[src/rtl/i2c_cond_generator.sv]
`default_nettype none
// ============================================================================
// Module      : i2c_cond_generator
// Description : Master-side I2C START / repeated START / STOP generator with
//               SCL clock-stretch support on every SCL-release phase.
// Revision    : 1.0 - initial release
// ============================================================================
module i2c_cond_generator #(
  parameter int HALF_CNT = 8,
  parameter int CNT_W    = $clog2(HALF_CNT)
) (
  input  logic       CLK,
  input  logic       RST,
  input  logic       Cmd_Valid,
  input  logic [1:0] Cmd,
  output logic       Cmd_Ready,
  input  logic       SCL_I,
  output logic       SDA_O,
  output logic       SCL_O,
  output logic       Busy,
  output logic       Done,
  output logic       Error,
  output logic       Bus_Owned
);

  localparam logic [CNT_W-1:0] CNT_LOAD   = CNT_W'(HALF_CNT - 1);
  localparam logic [1:0]       CMD_START  = 2'b01;
  localparam logic [1:0]       CMD_STOP   = 2'b10;
  localparam logic [1:0]       CMD_RSTART = 2'b11;

  typedef enum logic [3:0] {
    IDLE = 4'd0,
    S1   = 4'd1,  S2 = 4'd2,  S3 = 4'd3,
    R1   = 4'd4,  R2 = 4'd5,  R3 = 4'd6,  R4 = 4'd7,
    P1   = 4'd8,  P2 = 4'd9,  P3 = 4'd10, P4 = 4'd11
  } state_t;

  state_t           state;
  logic [CNT_W-1:0] cnt;
  logic             scl_meta;
  logic             scl_s;

  always_ff @(posedge CLK or posedge RST) begin
    if (RST) begin
      state     <= IDLE;
      cnt       <= '0;
      scl_meta  <= 1'b1;
      scl_s     <= 1'b1;
      SDA_O     <= 1'b1;
      SCL_O     <= 1'b1;
      Busy      <= 1'b0;
      Done      <= 1'b0;
      Error     <= 1'b0;
      Bus_Owned <= 1'b0;
      Cmd_Ready <= 1'b1;
    end else begin
      scl_meta <= SCL_I;
      scl_s    <= scl_meta;
      Done     <= 1'b0;
      Error    <= 1'b0;
      case (state)
        IDLE: begin
          if (Cmd_Valid && Cmd_Ready && (Cmd != 2'b00)) begin
            cnt <= CNT_LOAD;
            // A START while the bus is already held becomes a repeated START.
            if ((Cmd == CMD_RSTART) || ((Cmd == CMD_START) && Bus_Owned)) begin
              state     <= R1;
              SDA_O     <= 1'b1;
              SCL_O     <= 1'b0;
              Busy      <= 1'b1;
              Cmd_Ready <= 1'b0;
            end else if (Cmd == CMD_START) begin
              state     <= S1;
              SDA_O     <= 1'b1;
              SCL_O     <= 1'b1;
              Busy      <= 1'b1;
              Cmd_Ready <= 1'b0;
            end else if (Bus_Owned) begin
              state     <= P1;
              SDA_O     <= 1'b0;
              SCL_O     <= 1'b0;
              Busy      <= 1'b1;
              Cmd_Ready <= 1'b0;
            end else begin
              Error <= 1'b1;
            end
          end
        end
        S1: begin
          if (cnt == '0) begin
            state <= S2;
            cnt   <= CNT_LOAD;
            SDA_O <= 1'b0;
          end else cnt <= cnt - 1'b1;
        end
        S2: begin
          if (cnt == '0) begin
            state     <= S3;
            SCL_O     <= 1'b0;
            Done      <= 1'b1;
            Bus_Owned <= 1'b1;
          end else cnt <= cnt - 1'b1;
        end
        R1: begin
          if (cnt == '0) begin
            state <= R2;
            cnt   <= CNT_LOAD;
            SCL_O <= 1'b1;
          end else cnt <= cnt - 1'b1;
        end
        R2: begin
          // The phase only runs while SCL is seen high, so a stretching slave extends it.
          if (cnt == '0) begin
            state <= R3;
            cnt   <= CNT_LOAD;
            SDA_O <= 1'b0;
          end else if (scl_s) cnt <= cnt - 1'b1;
        end
        R3: begin
          if (cnt == '0) begin
            state     <= R4;
            SCL_O     <= 1'b0;
            Done      <= 1'b1;
            Bus_Owned <= 1'b1;
          end else cnt <= cnt - 1'b1;
        end
        P1: begin
          if (cnt == '0) begin
            state <= P2;
            cnt   <= CNT_LOAD;
            SCL_O <= 1'b1;
          end else cnt <= cnt - 1'b1;
        end
        P2: begin
          if (cnt == '0) begin
            state <= P3;
            cnt   <= CNT_LOAD;
            SDA_O <= 1'b1;
          end else if (scl_s) cnt <= cnt - 1'b1;
        end
        P3: begin
          if (cnt == '0) begin
            state     <= P4;
            Done      <= 1'b1;
            Bus_Owned <= 1'b0;
          end else cnt <= cnt - 1'b1;
        end
        S3, R4, P4: begin
          state     <= IDLE;
          Busy      <= 1'b0;
          Cmd_Ready <= 1'b1;
        end
        default: begin
          state     <= IDLE;
          Busy      <= 1'b0;
          Cmd_Ready <= 1'b1;
        end
      endcase
    end
  end

endmodule
`default_nettype wire

[config.mk]
export PLATFORM = sky130hd
export DESIGN_NAME = i2c_cond_generator
export DESIGN_NICKNAME = d
export VERILOG_FILES = /design/src/rtl/i2c_cond_generator.sv
export SDC_FILE = /design/constraint.sdc
export NUM_CORES = 1
export LEC_CHECK = 0
export BUFFER_PORTS_ARGS = -buffer_cell sky130_fd_sc_hd__buf_4
export CAP_MARGIN = 20
export CORE_ASPECT_RATIO = 0.9
export CORE_MARGIN = 2
export CORE_UTILIZATION = 55
export CTS_CLUSTER_SIZE = 12
export DETAILED_ROUTE_END_ITERATION = 7
export GPL_ROUTABILITY_DRIVEN = 0
export PLACE_DENSITY = 0.77
export SYNTH_ARGS = -nofsm -noshare
export SYNTH_HDL_FRONTEND = slang
export SYNTH_SLANG_ARGS = --single-unit
[constraint.sdc]
create_clock -name CLK -period 4.8 [get_ports CLK]
set_input_delay 0.24 -clock CLK [delete_from_list [all_inputs] [get_ports CLK]]
set_output_delay 0.24 -clock CLK [all_outputs]
set_load 0.02 [all_outputs]
==> metrics.txt <==
Starting Density=61.2%; depth of the CTS H-tree=1; Avg Synthesized Cell Area=9.54 um2; number of antenna violations at the first check in global routing=0; Seq. cell area=407 um2; die area=2010 um2; CP Launch Type=flop; port bufs=12; Post-Syn Area=916 um2; Min-Delay Path Class=in2async; final core utilization=69.1%; Peak VDD IR=0.352 mV; Critical Path Sink Type=flop; Cell Area, Placed=1010 um2; post-synthesis sequential area ratio=44.4%; TritonCTS Buffers=3; Core Box Area=1500 um2; ratio of final minimum period to clock period=37.3%; clk buf depth=2; Boundary Pins=13; Mapped Cells=96; Routed Antenna Nets=0; Post-Place Worst Slack=3.01 ns; clk slew on worst S/H paths=0.09 ns; Finish-stage setup viols=0; CP Cell Sequence=inv_1 -> ha_1 -> nor2b_1 -> or4b_4 -> nand3_4 -> o32a_1; hold slack=0.00444 ns; Layout Skew=0.0106 ns; Arr. time, crit path=1.97 ns; Post-DP HPWL=1210 um; Initial DRT Pass Iterations=5; Via density=5.70; family with the most delay on the worst path=simple AND/OR/NAND/NOR gates; FF+latch count, synth=16; Detailed Route Iter0 Violations=18; P&R area growth vs syn=12.8%; die height=42.7 um; Worst Max-Slew Pin Slew=0.585 ns; Critical Path Stages=6; Critical Path RT=4.98 ns; largest net degree at the start of global routing=17; Routed WL=1650 um; fillers=122; total negative slack=0 ns; cts hold-fix bufs=0; total of max-cap violations=0; row count=13; post-CTS sizing=0; RSZ-0062 raised after global routing=no; Rel. slew slack=60.9%; Vias=741; nets=117; design area=1030 um2; fin. max-slew vios=0; FMAX=558 MHz; R2R cell count=6; Tmin final=1.79 ns; Crit Path Class=reg2reg; Avg WL per Cell=12.7 um; Clock Latency Late Sink=0.29 ns; Die W=47.0 um; Post-CTS Setup Inserts=0; status=completed; slowest stage delay, CP=0.37 ns; Fin. Hold Viols=0; total global-route track usage=19.4%; Clock Sink Count=16; Post-Syn Nets=104; first-pass GRT wire length=2790 um; remaining global-route overflow=0; vias in the first global route=613; root buf cell=clkbuf_4; Max Fanout on Critical Path=6; P per Cell Area=673 nW/um2; DRC errors left=0; final worst-path setup slack=3.01 ns; Bufs and invs on worst path=1; number of diodes=0; Pleak=0.456 nW; CTS tree=built; Yosys warnings=0; CP max-delay cell=nor2b_1; share of layout cells above drive strength 1=23.1%; Netlist cell types=36; area of the multi-input gates=453 um2
[cell families (layout without fill, tap and decap cells)]
group                    after synthesis  count (layout)  share of synthesized area (%)
adder cells (fa/ha/maj)                2               2                           2.73
multiplexers                           3               3                           3.42
XOR/XNOR                               1               1                          0.956
AND/OR/NAND/NOR                       33              33                           22.8
flip-flops                            16              16                           44.4
AO/OA/AOI/OAI                         29              29                           19.5
buffers and inverters                 12              24                           6.15
[Yosys cell counts (all sizes together)]
cell type	number	area, um2
a211o	1	8.76
a21o	1	7.51
a21oi	11	58.8
a31oi	1	6.26
a32o	1	10.0
and2	1	6.26
and3	1	6.26
buf	4	26.3
dfrtp	11	275
dfstp	5	131
ha	2	25.0
inv	8	30.0
mux2	1	11.3
mux2i	2	20.0
nand2	7	26.3
nand2b	2	12.5
nand3	3	27.5
nand3b	1	7.51
nor2	9	33.8
nor2b	1	6.26
nor3	1	10.0
nor3b	3	22.5
nor4	1	21.3
nor4b	1	8.76
o2111ai	1	8.76
o211ai	2	15.0
o21ai	9	45.0
o31a	1	8.76
o32a	1	10.0
or2	1	6.26
or4b	1	13.8
xnor2	1	8.76
[registers in the layout (all words and copies together) (netlist names)]
| signal | count |
|---|---|
| state | 4 |
| scl_s | 1 |
| Done | 1 |
| Cmd_Ready | 1 |
| SDA_O | 1 |
| Error | 1 |
| Bus_Owned | 1 |
| cnt | 3 |
| scl_meta | 1 |
| SCL_O | 1 |
| Busy | 1 |
[path summary, 6_finish.rpt]
kind | startpoint | to | slack (ns)
hold reg to reg | scl_meta | scl_s | 0.36
min in group CLK | SCL_I | scl_meta | 0.06
hold / removal | RST | Bus_Owned | 0.004
setup / recovery | cnt[0] | cnt[2] | 3.01
max in group asynchronous | RST | cnt[1] | 4.41
setup reg to reg | cnt[0] | cnt[2] | 3.01
[routing by layer]
layer | GRT usage [%] | vias to the layer above | wire (um)
met5 | 0 | - | 0
met4 | 5.00 | 0 | 24
met3 | 6.38 | 3 | 117
met2 | 26.6 | 28 | 701
met1 | 29.2 | 347 | 807
li1 | - | 363 | -
[power by group]
part           leakage, nW  internal, mW  switching (mW)
sequential           0.189         0.193          0.0721
clock               0.0150        0.0324          0.0399
combinational        0.251         0.166           0.192
total                0.456         0.392           0.304
[stage by stage]
| stage | instances | total power [mW] |
|---|---|---|
| 2_1_floorplan | 96 | 0.545 |
| 3_3_place_gp | 126 | 0.614 |
| 3_5_place_dp | 126 | 0.625 |
| 4_1_cts | 130 | 0.700 |
| 5_1_grt | 130 | 0.763 |
| 6_report | 130 | 0.695 |
[placed cells by master, fill, tap and decap left out, drive strengths merged, types with 2 or more instances in the layout]
master  instances
nor2            9
o21ai           9
mux2i           2
nand2           7
nor3b           3
buf            12
ha              2
dfrtp          11
a21oi          11
o211ai          2
inv             8
nand2b          2
clkbuf          4
nand3           3
dfstp           5
[area by class of cell]
class,instances,share of cell area (%)
well taps,22,2.66
flip-flops and latches,16,39.3
repair buffers,12,8.72
multi-input cells,68,43.8
clock buffers,4,2.54
inverters,8,2.91
Note: power is estimated with default switching activity, not from simulation.
